## config.mk

```make
export PLATFORM = sky130hd
export DESIGN_NAME = piece_dispenser_flat
export DESIGN_NICKNAME = d
export VERILOG_FILES = /design/src/rtl/tetris_pkg.sv /design/src/rtl/piece_dispenser_if.sv /design/src/rtl/piece_dispenser_fifo.sv /design/src/rtl/piece_dispenser.sv /design/src/flat_wrapper.sv
export SDC_FILE = /design/constraint.sdc
export NUM_CORES = 1
export LEC_CHECK = 0
export CORE_ASPECT_RATIO = 0.75
export CORE_MARGIN = 4
export CORE_UTILIZATION = 36
export CTS_CLUSTER_DIAMETER = 50
export DETAILED_ROUTE_END_ITERATION = 10
export PLACE_DENSITY = 0.77
export SETUP_SLACK_MARGIN = 0.4
export SLEW_MARGIN = 0
export SYNTH_ARGS = -nofsm -noshare
export SYNTH_HDL_FRONTEND = slang
export SYNTH_SLANG_ARGS = --single-unit
```

## constraint.sdc

```tcl
create_clock -name clk_i -period 2.6 [get_ports clk_i]
set_input_delay 0.52 -clock clk_i [delete_from_list [all_inputs] [get_ports clk_i]]
set_output_delay 0.52 -clock clk_i [all_outputs]
set_load 0.005 [all_outputs]
```

## src/rtl/tetris_pkg.sv

```systemverilog
// +----------------------------------------------------------------------------+
// | Module  : tetris_pkg                                                        |
// | Brief   : Piece encoding, bag constants and dispenser state encoding.       |
// | Revision: 1.0                                                               |
// +----------------------------------------------------------------------------+
`default_nettype none

package tetris_pkg;

    typedef enum logic [2:0] {
        I = 3'd0,
        O = 3'd1,
        J = 3'd2,
        L = 3'd3,
        S = 3'd4,
        T = 3'd5,
        Z = 3'd6
    } piece_e;

    localparam int         c_num_pieces = 7;
    localparam logic [6:0] c_full_bag   = 7'h7F;

    typedef enum logic [0:0] {
        eFill = 1'b0,
        eFull = 1'b1
    } state_e;

    // Fallback choice when the random draw keeps missing the bag.
    function automatic piece_e lowest_piece(input logic [6:0] bag);
        piece_e pick;
        pick = I;
        for (int k = c_num_pieces - 1; k >= 0; k--) begin
            if (bag[k]) pick = piece_e'(k[2:0]);
        end
        return pick;
    endfunction

endpackage

`default_nettype wire

```

## src/rtl/piece_dispenser_if.sv

```systemverilog
// +----------------------------------------------------------------------------+
// | Module  : piece_dispenser_if                                                |
// | Brief   : Random input, head-piece handshake and preview bus.               |
// | Revision: 1.0                                                               |
// +----------------------------------------------------------------------------+
`default_nettype none

interface piece_dispenser_if #(
    parameter int rand_width_p    = 65,
    parameter int preview_depth_p = 3
);
    logic [rand_width_p-1:0]      random_i;
    logic                         piece_v_o;
    logic [2:0]                   piece_o;
    logic                         piece_ready_i;
    logic [3*preview_depth_p-1:0] preview_o;
    logic [preview_depth_p-1:0]   preview_v_o;

    modport master (
        input  random_i, piece_ready_i,
        output piece_v_o, piece_o, preview_o, preview_v_o
    );

    modport slave (
        output random_i, piece_ready_i,
        input  piece_v_o, piece_o, preview_o, preview_v_o
    );
endinterface

`default_nettype wire

```

## src/rtl/piece_dispenser_fifo.sv

```systemverilog
// +----------------------------------------------------------------------------+
// | Module  : piece_fifo                                                        |
// | Brief   : Shift queue of pieces with parallel read; entry 0 is the head.    |
// | Revision: 1.0                                                               |
// +----------------------------------------------------------------------------+
`default_nettype none

module piece_fifo #(
    parameter int depth_p = 4,
    localparam int c_cnt_w = $clog2(depth_p + 1)
) (
    input  wire logic                   clk_i,
    input  wire logic                   reset_n_i,
    input  wire logic                   push_i,
    input  wire logic [2:0]             push_data_i,
    input  wire logic                   pop_i,
    output logic      [3*depth_p-1:0]   entries_o,
    output logic      [c_cnt_w-1:0]     count_o,
    output logic                        empty_o
);
    logic [2:0]         r_mem     [depth_p];
    logic [2:0]         w_mem_nxt [depth_p];
    logic [c_cnt_w-1:0] r_count;
    logic [c_cnt_w-1:0] w_wr_idx;

    // Vacated tail slots are zero-filled so invalid entries always read 0.
    always_comb begin
        w_wr_idx = pop_i ? r_count - c_cnt_w'(1) : r_count;
        for (int k = 0; k < depth_p - 1; k++) begin
            w_mem_nxt[k] = pop_i ? r_mem[k+1] : r_mem[k];
        end
        w_mem_nxt[depth_p-1] = pop_i ? 3'd0 : r_mem[depth_p-1];
        for (int k = 0; k < depth_p; k++) begin
            if (push_i && (w_wr_idx == k[c_cnt_w-1:0])) w_mem_nxt[k] = push_data_i;
        end
    end

    always_ff @(posedge clk_i) begin
        if (!reset_n_i) begin
            for (int k = 0; k < depth_p; k++) r_mem[k] <= 3'd0;
            r_count <= '0;
        end else begin
            for (int k = 0; k < depth_p; k++) r_mem[k] <= w_mem_nxt[k];
            r_count <= r_count + c_cnt_w'(push_i) - c_cnt_w'(pop_i);
        end
    end

    generate
        for (genvar k = 0; k < depth_p; k++) begin : g_pack
            assign entries_o[3*k +: 3] = r_mem[k];
        end
    endgenerate

    assign count_o = r_count;
    assign empty_o = (r_count == '0);

endmodule

`default_nettype wire

```

## src/rtl/piece_dispenser.sv

```systemverilog
// +----------------------------------------------------------------------------+
// | Module  : piece_dispenser                                                   |
// | Brief   : 7-bag tetromino dispenser with preview queue and forced picks.    |
// |           PIECE_DISPENSER_STATS_EN adds a saturating reject_count_o port.   |
// | Revision: 1.0                                                               |
// +----------------------------------------------------------------------------+
`default_nettype none

module piece_dispenser
    import tetris_pkg::*;
#(
    parameter int rand_width_p    = 65,
    parameter int preview_depth_p = 3,
    parameter int max_reject_p    = 4
) (
    input  wire logic          clk_i,
    input  wire logic          reset_n_i,
    piece_dispenser_if.master  bus
`ifdef PIECE_DISPENSER_STATS_EN
    ,
    output logic [15:0]        reject_count_o
`endif
);
    localparam int c_depth = preview_depth_p + 1;
    localparam int c_cnt_w = $clog2(c_depth + 1);
    localparam int c_rej_w = (max_reject_p > 1) ? $clog2(max_reject_p) : 1;

    state_e               r_state, w_state_nxt;
    logic [6:0]           r_bag, w_bag_clr;
    logic [c_rej_w-1:0]   r_reject_cnt;
    logic [2:0]           w_cand, w_pick;
    logic                 w_accept, w_forced, w_draw, w_push, w_pop;
    logic [3*c_depth-1:0] w_entries;
    logic [c_cnt_w-1:0]   w_count;
    logic                 w_empty;

    assign w_cand   = bus.random_i[2:0];
    assign w_accept = (w_cand != 3'd7) && r_bag[w_cand];
    assign w_forced = !w_accept && (r_reject_cnt == c_rej_w'(max_reject_p - 1));
    assign w_pop    = bus.piece_v_o && bus.piece_ready_i;
    assign w_push   = w_draw && (w_accept || w_forced);

    always_comb begin
        w_pick = lowest_piece(r_bag);
        if (w_accept) w_pick = w_cand;
    end

    assign w_bag_clr = r_bag & ~(7'd1 << w_pick);

    // A pop frees a slot, so even a full queue draws on that edge.
    always_comb begin
        w_state_nxt = r_state;
        w_draw      = (r_state == eFill) || w_pop;
        case (r_state)
            eFill:   if (w_push && !w_pop && (w_count == c_cnt_w'(preview_depth_p)))
                         w_state_nxt = eFull;
            eFull:   if (w_pop && !w_push) w_state_nxt = eFill;
            default: w_state_nxt = eFill;
        endcase
    end

    always_ff @(posedge clk_i) begin
        if (!reset_n_i) begin
            r_state      <= eFill;
            r_bag        <= c_full_bag;
            r_reject_cnt <= '0;
        end else begin
            r_state <= w_state_nxt;
            if (w_push) r_bag <= (w_bag_clr == 7'd0) ? c_full_bag : w_bag_clr;
            if (w_draw) r_reject_cnt <= w_push ? '0 : r_reject_cnt + c_rej_w'(1);
        end
    end

    piece_fifo #(
        .depth_p (c_depth)
    ) u_fifo (
        .clk_i       (clk_i),
        .reset_n_i   (reset_n_i),
        .push_i      (w_push),
        .push_data_i (w_pick),
        .pop_i       (w_pop),
        .entries_o   (w_entries),
        .count_o     (w_count),
        .empty_o     (w_empty)
    );

    assign bus.piece_v_o = !w_empty;
    assign bus.piece_o   = w_entries[2:0];
    assign bus.preview_o = w_entries[3*c_depth-1:3];

    generate
        for (genvar k = 0; k < preview_depth_p; k++) begin : g_preview_v
            assign bus.preview_v_o[k] = (w_count > c_cnt_w'(k + 1));
        end
        if (rand_width_p > 3) begin : g_rand_unused
            logic w_unused_rand;
            assign w_unused_rand = ^bus.random_i[rand_width_p-1:3];
        end
    endgenerate

`ifdef PIECE_DISPENSER_STATS_EN
    logic [15:0] r_reject_count;

    always_ff @(posedge clk_i) begin
        if (!reset_n_i) begin
            r_reject_count <= 16'd0;
        end else if (w_draw && !w_accept && (r_reject_count != 16'hFFFF)) begin
            r_reject_count <= r_reject_count + 16'd1;
        end
    end

    assign reject_count_o = r_reject_count;
`endif

endmodule

`default_nettype wire
```

## src/flat_wrapper.sv

```systemverilog
// flat-port wrapper written by rule: the top's interface ports become plain ports
module piece_dispenser_flat import tetris_pkg::*;
#(
    parameter int rand_width_p    = 65,
    parameter int preview_depth_p = 3,
    parameter int max_reject_p    = 4
)
  (clk_i, reset_n_i, bus_random_i, bus_piece_ready_i, bus_piece_v_o, bus_piece_o, bus_preview_o, bus_preview_v_o);
  piece_dispenser_if #(.rand_width_p(rand_width_p), .preview_depth_p(preview_depth_p)) bus_i ();
  input  wire logic clk_i;
  input  wire logic reset_n_i;
  input wire logic [$bits(bus_i.random_i)-1:0] bus_random_i;
  input wire logic [$bits(bus_i.piece_ready_i)-1:0] bus_piece_ready_i;
  output wire logic [$bits(bus_i.piece_v_o)-1:0] bus_piece_v_o;
  output wire logic [$bits(bus_i.piece_o)-1:0] bus_piece_o;
  output wire logic [$bits(bus_i.preview_o)-1:0] bus_preview_o;
  output wire logic [$bits(bus_i.preview_v_o)-1:0] bus_preview_v_o;
  assign bus_i.random_i = bus_random_i;
  assign bus_i.piece_ready_i = bus_piece_ready_i;
  assign bus_piece_v_o = bus_i.piece_v_o;
  assign bus_piece_o = bus_i.piece_o;
  assign bus_preview_o = bus_i.preview_o;
  assign bus_preview_v_o = bus_i.preview_v_o;
  piece_dispenser #(.rand_width_p(rand_width_p), .preview_depth_p(preview_depth_p), .max_reject_p(max_reject_p)) u_core (.clk_i(clk_i), .reset_n_i(reset_n_i), .bus(bus_i));
endmodule
```

==> metrics, run 1 <==
status=finished, final reports clean; post-synthesis cell count=between 150 and 200; Core Rows=20; Die H=66.3 µm; clk_lat worst skew=around 0.28 ns; register bit total from synthesis=25; P&R area growth vs syn=54.4%; RSZ-0062 raised after global routing=true; Non-Filler Instances=293; setup TNS=0 ns; placed wire-length estimate=3180 µm; met3 Use GR=around 4%; CTS clock-pin slew for the worst setup and hold paths=~0.10 ns; final hold slack=around 0.55 ns; share of cells above drive strength 1=~45%; CTS tree=done; DR DRC count=0; Starting Density=38.8%; Final Net Count=318; filler cell count=353; PwrDens=~1100 nW/µm²; Global Route Usage Sum=between 10% and 20%; Comb pwr share=roughly 67%; total of warnings raised by yosys=0; Setup crit start kind=input port; CP Capture Type=register; top-area cell type share of the netlist area=slightly above 30%; drt wl/cell=about 17 µm; Root Driver=clkbuf_8; P_sw=approximately 0.0011 W; Seq/Total Area, Yosys=a little under a third; first-pass GRT wire length=just under 8000 µm; Placer Congestion=~0.9; CP max-delay cell=a311oi_4; die outline width=roughly 86 µm; multi-input logic area=around 1300 µm²; VDD IR-drop max=0.628 mV; largest net degree at the start of global routing=20; setup violators final=0; CTS sink count=25; Period minus WS final=approximately 2.4 ns; Cells after DPL=275; Top FF cell, synth=dfxtp_1; Pleak=~1.1 nW; final hold vios=0; top post-synthesis cells by area=dfxtp_1, ha_1, mux2i_1; fmax=just over 400 MHz; vias in the first global route=roughly 1600; # H-tree levels=1; Post-synth ARST share=0%; final core utilization=between 50% and 60%; largest fanout on the critical path=6; relative slew slack=69.6%; syn nets=254; vias per cell=between 5 and 6; Slew @ Worst Pin=0.451 ns; GRT met1 Usage=a little under a quarter; synth unique cells=between 50 and 60; CP cell instances=buf_8 -> and4b_2 -> a31oi_4 -> a311oi_4 -> buf_4 -> or2b_1 -> nor3_2 -> o22ai_2 -> a211oi_4 -> buf_6 -> o32a_1; sw frac=41.8%; Worst Skew=just under 0.007 ns; CTS buffer count=3; ant diodes=0; syn_area_per_cell=between 9 and 10 µm²; Max Slew Vio Count=0; most common library cells after synthesis=dfxtp_1, nand2_1, ha_1; dominant cell by count in the synthesized netlist=dfxtp_1; # IOs=84; setup ws final=between 0.15 and 0.2 ns; met2 Use GR=a little over a quarter; Worst Path Required=2.82 ns; area leader, netlist=dfxtp_1; Clk network pwr share=9.4%; hold_buf cts=0; crit share post-route=94.1%; initial antenna violation count=0; core area=roughly 4200 µm²; drt total wl=4860 µm; max incr delay on CP=~0.38 ns; total grt overflow=0; busiest grt layer=met2; CP arrival=2.67 ns; storage element area=about 510 µm²; number of synthesized flops with an enable pin=0; drt pass-1 iters=4; max_cap viols=0; number of port buffers=21; internal power=approximately 0.0016 W; vias=1595; remaining antenna violation count=0; Die Area=5680 µm²; Buf+Inv Stages, Crit Path=3; WS Path Type=in2reg; synthesized cell area=1630 µm²; dpl ws=-0.582 ns; Crit path max-delay family=compound AO/OA/AOI/OAI gates; clock buffer depth=2; DRT iter0 DRCs=between 50 and 60; Flop pwr share=roughly 24%; worst hold path class=reg2reg
-- registers in the layout, indices dropped and copies added (netlist names) --
| name | flops |
|---|---|
| u_core.u_fifo.r_mem | 12 |
| u_core.r_reject_cnt | 2 |
| u_core.u_fifo.count_o | 3 |
| u_core.r_state | 1 |
| u_core.r_bag | 7 |
-- tightest hold or removal path, cell delays in order, from the launching register on --
cell	delay (ns)
dfxtp_1	0.35
o21ai_0	0.07
a21boi_0	0.09
-- repair_timing --
item	4_1_cts	5_1_grt
gates resized for setup	43	30
buffers inserted	6	7
setup endpoints to repair	26	23
cloned	0	1
pin swaps	14	17
-- cell usage in the layout (no fill, tap or decap), drive strengths merged, types with 2 or more instances in the layout --
master	synthesis	layout
mux2i	8	8
o211a	5	5
nor4	2	2
buf	5	47
clkdlybuf4s50	0	16
o32a	6	6
dfxtp	25	25
a21boi	2	2
a31oi	2	2
xnor2	2	2
o21ai	9	9
nand2	19	19
or2	2	2
ha	10	10
or2b	2	2
nand3b	2	2
o21a	2	2
or3	1	2
nor3	4	4
o31ai	2	2
nand2b	3	3
nor3b	2	2
clkbuf	2	3
nor2	10	10
mux2	7	7
o311a	4	4
and2	7	7
inv	9	10
a21oi	3	3
-- power groups by stage --
stage                     Combinational, W  Sequential, W  Clock (W)
after floorplan                   0.000827       0.000629          0
after global placement             0.00137       0.000646          0
after detailed placement           0.00141       0.000646          0
after CTS                          0.00159       0.000638   0.000262
after global routing               0.00198       0.000682   0.000280
final                              0.00183       0.000662   0.000257
-- layer usage --
layer | wire length (µm) | up-vias
li1 | - | 780
met1 | 2430 | 779
met2 | 2190 | 28
met3 | 155 | 8
met4 | 80 | 0
met5 | 0 | -
-- stage by stage --
| stage | total power [W] | area, µm² |
|---|---|---|
| after detailed placement | 0.00205 | 2140 |
| after floorplan | 0.00146 | 1680 |
| after global routing | 0.00294 | 2520 |
| after CTS | 0.00249 | 2370 |
| final | 0.00275 | 2520 |
| after global placement | 0.00202 | 2140 |
-- kinds of logic after synthesis --
kind of cell             share of synthesized area [%]
adder cells (fa/ha/maj)                           8.90
AO/OA/AOI/OAI                                     23.6
AND/OR/NAND/NOR                                   20.5
flip-flops                                        30.7
multiplexers                                      9.98
XOR/XNOR                                          1.07
buffers and inverters                             5.30
-- cell type report --
type                            count  area share, %
Timing Repair Buffer               65           22.9
Clock buffer                        3           1.64
Multi-Input combinational cell    135           50.5
Inverter                            9           1.44
Clock inverter                      1          0.348
Sequential cell                    25           20.4
Tap cell                           55           2.73
-- path summary, 6_finish.rpt --
path                           to  depth (start not counted)  slack, ns            start
setup / recovery  u_core.r_bag[5]                         11       0.15  bus_random_i[1]
hold / removal     u_core.r_state                          2       0.55   u_core.r_state
hold reg to reg    u_core.r_state                          2       0.55   u_core.r_state
setup reg to reg  u_core.r_bag[5]                         10       0.16  u_core.r_bag[5]
(Power assumes the default switching activity.)
==> run 2: changes to the inputs <==
Settings changed: MAX_ROUTING_LAYER set to met4.
==> run 2 against run 1 <==
  * Cell count did not move
  * Critical path depth is the same
  * Worst hold slack worse by 0.0012 ns
  * Routed wire length did not move
  * Sequential power about the same
  * First-iteration DRC count increased by 14%
  * Via count rose by 0.63%
  * Count of clock-buffer cells in the layout unchanged
  * Clock skew barely moved
  * Critical path type unchanged
  * Largest cell class unchanged
  * Highest routed layer unchanged
==> metrics, run 2 (synthesized netlist as in run 1, its figures left out) <==
dpl ws=-0.582 ns; hold_buf cts=0; CP cell instances=buf_8 -> and4b_2 -> a31oi_4 -> a311oi_4 -> buf_4 -> or2b_1 -> nor3_2 -> o22ai_2 -> a211oi_4 -> buf_6 -> o32a_1; P&R area growth vs syn=54.4%; RR Startpoint=u_core.r_bag[5]; filler cell count=between 300 and 400; max_cap viols=0; WS Path Type=in2reg; Comb pwr share=about two thirds; RSZ-0062 raised after global routing=true; drt pass-1 iters=4; CTS clock-pin slew for the worst setup and hold paths=about 0.1 ns; Cells after DPL=approximately 280; hold path depth=2; setup violators final=0; first-pass GRT wire length=between 7000 and 8000 µm; Setup crit start kind=input port; crit share post-route=94.0%; Pleak=roughly 1.1 nW; worst hold path class=reg2reg; Worst Hold Launch=u_core.r_state; core area=~4200 µm²; Slew @ Worst Pin=0.451 ns; most common cell after layout, fill and taps aside=buf_4; CP max-delay cell=a311oi_4; clock buffer depth=2; clk_lat worst skew=roughly 0.28 ns; Root Driver=clkbuf_8; setup ws final=roughly 0.16 ns; ant diodes=0; status=finished, final reports clean; CTS sink count=25; Die Area=around 5700 µm²; die outline width=approximately 86 µm; drt total wl=approximately 5000 µm; CP Capture Type=register; reg-to-reg endpoint=u_core.r_bag[5]; placed wire-length estimate=3180 µm; CTS tree=done; DRT iter0 DRCs=65; # H-tree levels=1; FF-to-FF path depth=10; Period minus WS final=about 2.4 ns; sw frac=roughly two fifths; CTS buffer count=3; vias=~1600; Placer Congestion=roughly 0.9; max incr delay on CP=approximately 0.38 ns; share of cells above drive strength 1=about 45%; Core Rows=20; most flop-heavy register=u_core.u_fifo.r_mem; vias per cell=5.48; Clk network pwr share=9.4%; Flop pwr share=about a quarter; vias in the first global route=approximately 1600; VDD IR-drop max=0.628 mV; DR top layer=met4; Non-Filler Instances=a little under 300; final hold vios=0; remaining antenna violation count=0; Buf+Inv Stages, Crit Path=3; final hold slack=about 0.55 ns; met3 WL post-DR=between 200 and 250 µm; Worst Path Required=roughly 2.8 ns; Final Net Count=about 320; total grt overflow=0; largest net degree at the start of global routing=20; met2 WL=approximately 2100 µm; drt wl/cell=16.6 µm; number of port buffers=21; hold endpoint=u_core.r_state; fmax=409 MHz; setup TNS=0 ns; P_sw=roughly 0.0012 W; # IOs=84; DR DRC count=0; most frequent cells in the layout=buf_4, dfxtp_1, clkdlybuf4s50_1; relative slew slack=around 70%; setup slack, reg-to-reg=about 0.16 ns; PwrDens=1090 nW/µm²; Max Slew Vio Count=0; Starting Density=between 30 and 40%; largest fanout on the critical path=6; Global Route Usage Sum=17.9%; Die H=66.3 µm; initial antenna violation count=0; M1 wire length=about 2400 µm; Worst Skew=0.00650 ns; internal power=about 0.0016 W; CP arrival=~2.7 ns; Crit path max-delay family=compound AO/OA/AOI/OAI gates; max FFs per register=12
[run 2: cell counts in the layout (fill, tap and decap cells not counted)]
No cell type changed its count.
[run 2: per-stage QoR]
stage                     utilization (%)  cell area [µm²]  total power (W)
after floorplan                         -             1680          0.00146
after global placement               50.9             2140          0.00202
after detailed placement             50.9             2140          0.00205
after CTS                            56.3             2370          0.00249
after global routing                 59.9             2520          0.00294
final                                59.9             2520          0.00275
[run 2: worst reg2reg max path: cells and delay by family (launching register included)]
family | cells | cell delay [ns]
compound gates | 5 | 0.98
simple gates | 3 | 0.71
flops | 1 | 0.39
buf+inv | 2 | 0.31
[run 2: cell type report]
type / instances / area (µm²) / share of cell area (%)
inverter: 9 / 36.3 / 1.44
clock buffer: 3 / 41.3 / 1.64
timing repair buffer: 65 / 576 / 22.9
tap: 55 / 68.8 / 2.73
multi-input combinational: 135 / 1270 / 50.5
sequential: 25 / 514 / 20.4
clock inverter: 1 / 8.76 / 0.348
[run 2: repair_timing]
item / in CTS / in global routing
gates cloned: 0 / 1
buffers inserted: 6 / 7
resized for setup: 43 / 30
endpoints found under the setup margin: 26 / 23
pin swaps: 14 / 17
endpoints found under the hold margin: 0 / 0
[run 2: layer usage]
layer  GRT usage (%)  vias up
li1                -      778
met1            23.8      778
met2            26.4       41
met3            3.99        8
met4            7.31        0
met5               -        -
[run 2: power groups by stage]
stage	Sequential (W)	Clock [W]	Combinational, W
after global placement	0.000646	0	0.00137
after global routing	0.000682	0.000280	0.00198
after CTS	0.000638	0.000262	0.00159
final	0.000663	0.000258	0.00183
after detailed placement	0.000646	0	0.00141
after floorplan	0.000629	0	0.000827
[run 2: worst max-delay path by stage]
stage                    startpoint              end  slack (ns)  depth (start not counted)
floorplan           bus_random_i[1]  u_core.r_bag[5]        0.21                          8
global placement    bus_random_i[1]  u_core.r_bag[0]       -0.53                         10
detailed placement  bus_random_i[1]  u_core.r_bag[2]       -0.58                         10
CTS                 u_core.r_bag[4]  u_core.r_bag[6]        0.25                          9
global route        u_core.r_bag[5]  u_core.r_bag[5]        0.01                         10
finish              bus_random_i[1]  u_core.r_bag[5]        0.16                         11
